[config.mk]
export PLATFORM = sky130hd
export DESIGN_NAME = rf_wb_arbiter
export DESIGN_NICKNAME = d
export VERILOG_FILES = /design/src/rtl/rf_pkg.sv /design/src/rtl/rf_scoreboard.sv /design/src/rtl/rf_wb_arbiter.sv
export SDC_FILE = /design/constraint.sdc
export NUM_CORES = 1
export LEC_CHECK = 0
export CAP_MARGIN = 20
export CORE_UTILIZATION = 55
export DETAILED_ROUTE_END_ITERATION = 16
export GPL_TIMING_DRIVEN = 0
export HOLD_SLACK_MARGIN = 0.06
export PLACE_DENSITY_LB_ADDON = 0.2
export SLEW_MARGIN = 5
export SYNTH_ARGS = -nofsm -noshare
export SYNTH_HDL_FRONTEND = slang
export SYNTH_HIERARCHICAL = 1
export SYNTH_SLANG_ARGS = --single-unit
export TNS_END_PERCENT = 30
[constraint.sdc]
create_clock -name clk -period 4.4 [get_ports clk]
set_input_delay 1.32 -clock clk [delete_from_list [all_inputs] [get_ports clk]]
set_output_delay 1.32 -clock clk [all_outputs]
set_load 0.005 [all_outputs]
[src/rtl/rf_pkg.sv]
// Shared constants and payload type for the register-file writeback path.
// No ports: compile-time parameters only.
package rf_pkg;

    localparam int unsigned NREG = 32;
    localparam int unsigned AW   = 5;
    localparam int unsigned DW   = 32;
    localparam int unsigned CW   = 2;

    localparam logic [AW-1:0] REG_ZERO = '0;
    localparam logic [CW-1:0] CNT_MAX  = '1;

    // One writeback request: destination register and value.
    typedef struct packed {
        logic [AW-1:0] a;
        logic [DW-1:0] data;
    } wb_req_t;

endpackage

[src/rtl/rf_scoreboard.sv]
// Per-register pending-write scoreboard with saturating counters.
// Ports:
//   clk, rst_n               clock, async active-low reset
//   rsv_valid_i, rsv_a_i     issue-stage reservation of a destination register
//   rsv_ready_o              reservation can be accepted (counter not saturated)
//   rel_valid_i, rel_a_i     granted writeback releasing one pending write
//   chk_a1_i, chk_a2_i       read addresses to check for RAW hazards
//   hazard1_o, hazard2_o     read address has at least one pending write
//   sb_err_o                 sticky: release seen on a register with nothing pending
module rf_scoreboard
    import rf_pkg::*;
(
    input  logic          clk,
    input  logic          rst_n,
    input  logic          rsv_valid_i,
    input  logic [AW-1:0] rsv_a_i,
    output logic          rsv_ready_o,
    input  logic          rel_valid_i,
    input  logic [AW-1:0] rel_a_i,
    input  logic [AW-1:0] chk_a1_i,
    input  logic [AW-1:0] chk_a2_i,
    output logic          hazard1_o,
    output logic          hazard2_o,
    output logic          sb_err_o
);

    logic [CW-1:0]   cnt_q [NREG];
    logic [CW-1:0]   cnt_d [NREG];
    logic            sb_err_q;
    logic            sb_err_d;
    logic            rsv_fire;
    logic            rel_fire;
    logic [NREG-1:0] inc_hit;
    logic [NREG-1:0] rel_hit;

    // Saturation check only; a same-cycle release is deliberately not looked ahead.
    assign rsv_ready_o = (cnt_q[rsv_a_i] != CNT_MAX);
    assign rsv_fire    = rsv_valid_i && rsv_ready_o && (rsv_a_i != REG_ZERO);
    assign rel_fire    = rel_valid_i && (rel_a_i != REG_ZERO);

    assign hazard1_o = (chk_a1_i != REG_ZERO) && (cnt_q[chk_a1_i] != '0);
    assign hazard2_o = (chk_a2_i != REG_ZERO) && (cnt_q[chk_a2_i] != '0);
    assign sb_err_o  = sb_err_q;

    // Counter update: reserve and release on the same register cancel out.
    always_comb begin
        cnt_d   = cnt_q;
        inc_hit = '0;
        rel_hit = '0;
        for (int unsigned i = 1; i < NREG; i++) begin
            inc_hit[i] = rsv_fire && (rsv_a_i == AW'(i));
            rel_hit[i] = rel_fire && (rel_a_i == AW'(i));
            if (inc_hit[i] && !rel_hit[i]) begin
                cnt_d[i] = cnt_q[i] + CW'(1);
            end else if (rel_hit[i] && !inc_hit[i] && (cnt_q[i] != '0)) begin
                cnt_d[i] = cnt_q[i] - CW'(1);
            end
        end
        cnt_d[0] = '0;
        sb_err_d = sb_err_q | (rel_fire && (cnt_q[rel_a_i] == '0));
    end

    always_ff @(posedge clk or negedge rst_n) begin
        if (!rst_n) begin
            for (int unsigned i = 0; i < NREG; i++) begin
                cnt_q[i] <= '0;
            end
            sb_err_q <= 1'b0;
        end else begin
            cnt_q    <= cnt_d;
            sb_err_q <= sb_err_d;
        end
    end

endmodule

[src/rtl/rf_wb_arbiter.sv]
// Round-robin arbiter sharing the register file's single write port between
// the ALU pipe (req0) and the multi-cycle unit (req1), plus RAW scoreboard.
// Ports:
//   clk, rst_n                        clock, async active-low reset
//   req0_valid/ready/a/data           ALU writeback handshake
//   req1_valid/ready/a/data           mul/div/load writeback handshake
//   rsv_valid/ready/a                 destination reservation from issue
//   chk_a1, chk_a2 -> hazard1, hazard2 RAW hazard check on read addresses
//   write_en/write_a/write_data       registered register-file write port
//   sb_err                            sticky scoreboard underflow flag
module rf_wb_arbiter
    import rf_pkg::*;
(
    input  logic          clk,
    input  logic          rst_n,
    input  logic          req0_valid,
    output logic          req0_ready,
    input  logic [AW-1:0] req0_a,
    input  logic [DW-1:0] req0_data,
    input  logic          req1_valid,
    output logic          req1_ready,
    input  logic [AW-1:0] req1_a,
    input  logic [DW-1:0] req1_data,
    input  logic          rsv_valid,
    output logic          rsv_ready,
    input  logic [AW-1:0] rsv_a,
    input  logic [AW-1:0] chk_a1,
    input  logic [AW-1:0] chk_a2,
    output logic          hazard1,
    output logic          hazard2,
    output logic          write_en,
    output logic [AW-1:0] write_a,
    output logic [DW-1:0] write_data,
    output logic          sb_err
);

    logic          last_grant_q, last_grant_d;
    logic          write_en_q, write_en_d;
    logic [AW-1:0] write_a_q, write_a_d;
    logic [DW-1:0] write_data_q, write_data_d;
    logic          grant0, grant1, grant_any;
    wb_req_t       win;

    // Grant and next-state: on a tie the requester that did not win last goes.
    always_comb begin
        grant0       = req0_valid && (!req1_valid || last_grant_q);
        grant1       = req1_valid && (!req0_valid || !last_grant_q);
        grant_any    = grant0 || grant1;
        win          = grant1 ? wb_req_t'{a: req1_a, data: req1_data}
                              : wb_req_t'{a: req0_a, data: req0_data};
        last_grant_d = last_grant_q;
        write_en_d   = 1'b0;
        write_a_d    = write_a_q;
        write_data_d = write_data_q;
        if (grant_any) begin
            last_grant_d = grant1;
            write_a_d    = win.a;
            write_data_d = win.data;
            // Writes to R0 are consumed but never reach the register file.
            write_en_d   = (win.a != REG_ZERO);
        end
    end

    always_ff @(posedge clk or negedge rst_n) begin
        if (!rst_n) begin
            last_grant_q <= 1'b1;
            write_en_q   <= 1'b0;
            write_a_q    <= '0;
            write_data_q <= '0;
        end else begin
            last_grant_q <= last_grant_d;
            write_en_q   <= write_en_d;
            write_a_q    <= write_a_d;
            write_data_q <= write_data_d;
        end
    end

    assign req0_ready = grant0;
    assign req1_ready = grant1;
    assign write_en   = write_en_q;
    assign write_a    = write_a_q;
    assign write_data = write_data_q;

    rf_scoreboard u_sb (
        .clk         (clk),
        .rst_n       (rst_n),
        .rsv_valid_i (rsv_valid),
        .rsv_a_i     (rsv_a),
        .rsv_ready_o (rsv_ready),
        .rel_valid_i (grant_any),
        .rel_a_i     (win.a),
        .chk_a1_i    (chk_a1),
        .chk_a2_i    (chk_a2),
        .hazard1_o   (hazard1),
        .hazard2_o   (hazard2),
        .sb_err_o    (sb_err)
    );

endmodule

==> results of run 1 <==
-- cells in the mapped netlist, types with 4 or more instances --
cell       instances
mux2_2            44
nand2b_1          10
o21bai_1          23
nor2_1            85
mux4_2            28
o22a_1            17
buf_2              6
o32ai_1           32
o2111ai_2          4
xnor2_1           28
inv_1             54
a21oi_2           20
a41oi_1           10
buf_6             13
clkbuf_1          24
o21ai_0           28
a22oi_1           16
and2_1             5
nor4_1             4
a211oi_1           6
a21boi_0          14
or3_1              4
a31oi_1            5
nor4b_1            5
o22ai_1            5
nor3_1            17
o211ai_1          10
nand3_1           33
nand2_1           43
a21oi_1           29
mux2i_1           10
and3_1            14
nand4_1            5
nand4b_1           4
nor2b_1           13
buf_4              5
a2bb2oi_1         11
dfrtp_1          101
-- power groups by stage --
stage / Sequential, mW / Clock (mW) / Combinational, mW
2_1_floorplan: 1.34 / 0 / 0.943
3_3_place_gp: 1.40 / 0 / 1.36
3_5_place_dp: 1.41 / 0 / 1.40
4_1_cts: 1.39 / 0.932 / 1.41
5_1_grt: 1.44 / 0.969 / 1.55
6_report: 1.41 / 0.912 / 1.46
-- registers in the layout, indices dropped and copies added, names as in the netlist --
name           cells
u_sb/sb_err_o      1
u_sb/cnt_q        62
last_grant_q       1
write_data        32
write_en           1
write_a            5
-- worst paths after layout --
path | startpoint | endpoint | slack, ns | depth (start not counted)
max | rsv_a[1] | rsv_ready | -0.06 | 8
min | u_sb/cnt_q[16] | u_sb/cnt_q[16] | 0.52 | 1
max reg2reg | last_grant_q | u_sb/cnt_q[46] | 1.09 | 9
min reg2reg | u_sb/cnt_q[16] | u_sb/cnt_q[16] | 0.52 | 1
max in group asynchronous | rst_n | last_grant_q | 2.57 | 2
min in group asynchronous | rst_n | write_data[28] | 1.06 | 1
-- metal layers --
layer	wire length [um]	up-vias	track usage [%]	part of all wire, %
li1	-	3451	-	-
met1	9382	3665	40.74	40
met2	11080	401	50.56	47
met3	2115	70	8.411	9.1
met4	780	0	12.65	3.3
met5	0	-	0	0
-- layout make-up --
class                   instances  share of cell area [%]
clock inverters                 7                   1.038
flip-flops and latches        102                   25.51
clock buffers                   9                   2.250
multi-input cells             632                   49.46
repair buffers                135                   13.59
well taps                     180                   2.250
plain buffers                  51                   3.800
inverters                      56                   2.100
-- logic make-up after synthesis --
kind of cell / Yosys count / share of synthesized area, %
compound gates: 259 / 25.82
xor+xnor: 30 / 3.288
buf+inv: 107 / 6.780
flops: 102 / 31.96
mux: 87 / 16.38
simple gates: 256 / 15.78
-- repair_timing --
| action | in CTS | in global routing |
|---|---|---|
| hold endpoints to repair | 0 | 0 |
| gates resized for setup | 25 | 13 |
| buffers inserted | 3 | 0 |
| setup endpoints to repair | 3 | 2 |
| pin swaps | 1 | 3 |
==> summary.md, run 1 <==
| Metric | Value |
|---|---|
| WHS | `between 0.5 and 0.6 ns` |
| Post-Synthesis Cells | `841` |
| Clock slew at reported path FFs | `0.07 ns` |
| # IOs | `~140` |
| PD cells | `about 380 nW/um2` |
| Fraction of registers with async set or reset after synthesis | `100.0%` |
| Vias/cell | `about 6.5` |
| Vias | `around 7600` |
| Slowest cell delay on critical path | `approximately 0.55 ns` |
| Area leader, netlist | `dfrtp_1` |
| Leakage power | `roughly 4.0 nW` |
| Vias in the first global route | `between 7000 and 8000` |
| RSZ-0062 raised after global routing | `true` |
| Area Growth Syn to Fin | `25.25%` |
| Placed instance area | `roughly 9500 um2` |
| Synth Register Bits | `102` |
| Core ar. | `14040 um2` |
| # DRC | `0` |
| Port Buffers | `130` |
| Drt wl/cell | `~20 um` |
| Worst Path Max Fanout | `10` |
| CP Data Arrival Time | `around 3.1 ns` |
| Overall power | `3.777 mW` |
| Post-Synthesis Net Count | `935` |
| CP Class | `input port to output pin` |
| Seq/Total Area, Yosys | `roughly a third` |
| Initial antenna violation count | `0` |
| Top cells by area, synth | `dfrtp_1 (32%), mux4_2 (7.9%), mux2_2 (6.2%)` |
| DRT Wirelength | `~23 mm` |
| Fin crit share | `101.5%` |
| Multi-input logic area | `between 4000 and 5000 um2` |
| Die X | `122.5 um` |
| CP Cell Sequence | `buf_12, buf_8, buf_4, mux4_2, mux2i_2, a31oi_1, o21a_1, clkdlybuf4s15_2` |
| Outcome | `complete, but fails checks` |
| Hold WC Path Type | `flip-flop to flip-flop` |
| Post-route setup slack | `-0.06471 ns` |
| Worst slack, placed | `-0.6652 ns` |
| Placed insts | `1152` |
| Cell Count, Final, Fillers Out | `around 1200` |
| HPWL after detailed placement | `approximately 17 mm` |
| Syn. warnings | `6` |
| CP delay by family, top | `multiplexers` |
| Most frequent cells in the layout | `clkdlybuf4s50_1 (123), dfrtp_1 (101), nor2_1 (85)` |
| Startpoint types | `input port` |
| CTS tree | `built` |
| Starting density of the core | `a little under three fifths` |
| Fin. max-slew vios | `0` |
| Clk sink count | `102` |
| Max-cap viol count | `0` |
| Syn avg cell area | `9.502 um2` |
| Clk Latency, worst-skew pair | `0.36 ns` |
| Fmax | `~220 MHz` |
| Clock skew | `0.008086 ns` |
| Synthesized area | `roughly 8000 um2` |
| VDD IR-drop max | `276.3 uV` |
| Pre-Repair DR Iteration Count | `5` |
| Hold Buf Count CTS | `0` |
| EDFF count, synth | `0` |
| GRT Residual Overflow | `0` |
| Failing checks | `setup timing` |
| Final #Nets | `1081` |
| Most common cell after layout, fill and taps aside | `clkdlybuf4s50_1` |
| Sequential cell area | `~2600 um2` |
| Total track usage | `a little under a third` |
| First-pass GRT wire length | `36.30 mm` |
| Gp weighted congestion | `between 0.9 and 1` |
| Total clock buffers created by CTS | `9` |
| Slowest-stage cell, CP | `mux4_2` |
| Sw Share | `a little over a third` |
| Final setup TNS | `-0.06471 ns` |
| Ys flop type | `dfrtp_1` |
| Gate power share | `38.6%` |
| Fin util | `a little under three quarters` |
| Clock buffer depth | `2` |
| Largest net degree at the start of global routing | `64` |
| Power share of the clock group | `24.1%` |
| Psw | `about 1.4 mW` |
| Std cell rows | `43` |
| Slew headroom | `33.68%` |
| Layout cells sized above 1 | `17.84%` |
| Layout Cell Area excl Fill | `about 10000 um2` |
| Hold Fails Final Rpt | `0` |
| # diodes | `0` |
| P_int | `between 2 and 2.5 mW` |
| Synth top area share | `approximately a third` |
| Height of the die | `122.5 um` |
| Worst EP required | `~3 ns` |
| Netlist cell types | `approximately 70` |
| Min Tclk post-route | `around 4.5 ns` |
| Tightest Pin Transition | `roughly 0.99 ns` |
| Final Setup Violations | `1` |
| # H-tree levels | `3` |
| Antenna viol nets, final | `0` |
| Die area | `around 15000 um2` |
| DRT iter0 DRCs | `between 800 and 900` |
| CTS root buf | `clkbuf_16` |
| Crit end category | `output pin` |
| Sequential power share | `a little under two fifths` |
| Filler Cells Inserted | `1066` |
| WP buf/inv | `4` |
(Power assumes the default switching activity.)
==> run 2, diff against run 1 <==
Settings changed: RECOVER_POWER set to 25.
==> summary.md, run 2 (synthesis gave the netlist of run 1 again) <==
| Metric | Value |
|---|---|
| Sequential power share | `37.3% (about the same)` |
| Post-route setup slack | `-0.06471 ns (unchanged)` |
| Failing checks | `capacitance limit, slew limit, setup timing` |
| Vias | `7587 (unchanged)` |
| Power share of the clock group | `24.1% (about the same)` |
| Layout cells sized above 1 | `17.84% (unchanged)` |
| Largest net degree at the start of global routing | `64 (unchanged)` |
| Most frequent cells in the layout | `clkdlybuf4s50_1 (123), dfrtp_1 (101), nor2_1 (85)` |
| Layout Cell Area excl Fill | `10010 um2 (about the same)` |
| Clock slew at reported path FFs | `0.07 ns (about the same)` |
| GRT Residual Overflow | `0 (unchanged)` |
| Hold Fails Final Rpt | `0 (unchanged)` |
| Area Growth Syn to Fin | `25.22% (about the same)` |
| CTS root buf | `clkbuf_16` |
| Final Setup Violations | `1 (unchanged)` |
| Clk Latency, worst-skew pair | `0.36 ns (about the same)` |
| Hold WC Path Type | `flip-flop to flip-flop` |
| CP Class | `input port to output pin` |
| Die area | `15020 um2 (unchanged)` |
| CTS tree | `built` |
| Worst EP required | `3.08 ns (about the same)` |
| CP delay by family, top | `multiplexers` |
| Clk sink count | `102 (unchanged)` |
| CP Cell Sequence | `buf_12, buf_8, buf_4, mux4_2, mux2i_2, a31oi_1, o21a_1, clkdlybuf4s15_2` |
| Hold path start | `u_sb/cnt_q[16]` |
| RSZ-0062 raised after global routing | `true` |
| Core ar. | `14040 um2 (unchanged)` |
| Starting density of the core | `56.91% (unchanged)` |
| Top reg by flops | `u_sb/cnt_q` |
| Max reg flops | `62 (unchanged)` |
| Startpoint types | `input port` |
| Clock skew | `0.008086 ns (unchanged)` |
| Slowest-stage cell, CP | `mux4_2` |
| WP buf/inv | `4 (unchanged)` |
| Fin crit share | `101.5% (unchanged)` |
| HPWL after detailed placement | `17.10 mm (unchanged)` |
| Crit path from | `rsv_a[1]` |
| Final #Nets | `1081 (unchanged)` |
| Final setup TNS | `-0.06471 ns (unchanged)` |
| Outcome | `complete, but fails checks` |
| Psw | `1.376 mW (unchanged)` |
| # IOs | `138 (unchanged)` |
| Vias/cell | `6.474 (unchanged)` |
| Most common cell after layout, fill and taps aside | `clkdlybuf4s50_1` |
| Min Tclk post-route | `4.465 ns (unchanged)` |
| Gate power share | `38.6% (about the same)` |
| First-pass GRT wire length | `36.30 mm (unchanged)` |
| CP Data Arrival Time | `3.14 ns (about the same)` |
| Fin. max-slew vios | `63 (+63)` |
| WHS | `0.5186 ns (unchanged)` |
| Worst Path Max Fanout | `10 (unchanged)` |
| Slowest cell delay on critical path | `0.55 ns (about the same)` |
| Worst slack, placed | `-0.6652 ns (unchanged)` |
| Crit end category | `output pin` |
| Placed instance area | `9535 um2 (unchanged)` |
| Drt wl/cell | `19.93 um (about the same)` |
| Sw Share | `36.43% (about the same)` |
| Vias in the first global route | `7122 (unchanged)` |
| Initial antenna violation count | `0 (unchanged)` |
| # DRC | `0 (unchanged)` |
| Std cell rows | `43 (unchanged)` |
| P_int | `2.401 mW (about the same)` |
| DRT Wirelength | `23.36 mm (about the same)` |
| Fmax | `224.0 MHz (unchanged)` |
| Port Buffers | `130 (unchanged)` |
| Leakage power | `4.030 nW (about the same)` |
| Pre-Repair DR Iteration Count | `5 (unchanged)` |
| Placed insts | `1152 (unchanged)` |
| Height of the die | `122.5 um (unchanged)` |
| # H-tree levels | `3 (unchanged)` |
| Reg-to-Reg Start | `last_grant_q` |
| Slew headroom | `-10.53% (-44 points)` |
| Die X | `122.5 um (unchanged)` |
| Hold Buf Count CTS | `0 (unchanged)` |
| Max-cap viol count | `1 (+1)` |
| Total clock buffers created by CTS | `9 (unchanged)` |
| Clock buffer depth | `2 (unchanged)` |
| Antenna viol nets, final | `0 (unchanged)` |
| Filler Cells Inserted | `1067 (+0.094%)` |
| Tightest Pin Transition | `1.658 ns (+0.6722 ns)` |
| Gp weighted congestion | `0.9516 (unchanged)` |
| Total track usage | `31.67% (unchanged)` |
| DRT iter0 DRCs | `834 (unchanged)` |
| PD cells | `377.4 nW/um2 (about the same)` |
| Cell Count, Final, Fillers Out | `1172 (unchanged)` |
| VDD IR-drop max | `276.3 uV (about the same)` |
| # diodes | `0 (unchanged)` |
## run 2: final cells by class
cell class	instances	area (um2)	area share [%]
flip-flops and latches	102	2554	25.52
inverters	56	210.2	2.101
well taps	180	225.2	2.251
multi-input cells	632	4951	49.47
repair buffers	135	1358	13.57
clock inverters	7	103.9	1.038
clock buffers	9	225.2	2.251
plain buffers	51	380.4	3.801
## run 2: per-layer routing
metal	share of wire (%)	track usage [%]	vias up	wire length, um
met5	0	0	-	0
met4	3.3	12.65	0	780
met3	9.1	8.411	70	2114
met2	47	50.56	401	11080
met1	40	40.74	3665	9382
li1	-	-	3451	-
## run 2: per-stage QoR
stage	util, %	total power [mW]
after floorplan	-	2.288
after global placement	67.78	2.768
after detailed placement	67.91	2.805
after CTS	70.85	3.740
after global routing	71.26	3.962
final	71.26	3.777
## run 2: worst register-to-register path: stages, from the launching register on
cell	delay [ns]
dfstp_2	0.53
buf_6	0.13
a21boi_2	0.07
buf_4	0.17
o21ai_0	0.53
nand2b_1	0.10
clkbuf_1	0.32
nor4_1	0.89
and3_1	0.29
a2bb2oi_1	0.20
## run 2: worst paths after layout
check	cells past startpoint	slack, ns	to
worst max-delay path	8	-0.06	rsv_ready
worst min-delay path	1	0.52	u_sb/cnt_q[16]
worst max register to register	9	1.09	u_sb/cnt_q[46]
worst min register to register	1	0.52	u_sb/cnt_q[16]
max in group asynchronous	2	2.01	last_grant_q
min in group asynchronous	1	1.38	write_data[28]
## run 2: power by group through the flow
stage / Sequential, mW / Clock, mW / Combinational [mW]
after global routing: 1.44 / 0.969 / 1.55
after floorplan: 1.34 / 0 / 0.943
after global placement: 1.40 / 0 / 1.36
after detailed placement: 1.41 / 0 / 1.40
after CTS: 1.39 / 0.932 / 1.41
final: 1.41 / 0.912 / 1.46
## run 2: timing repair
action	CTS	global route
buffers inserted	3	0
endpoints found under the setup margin	3	2
pin swaps	1	3
resized for setup	25	13
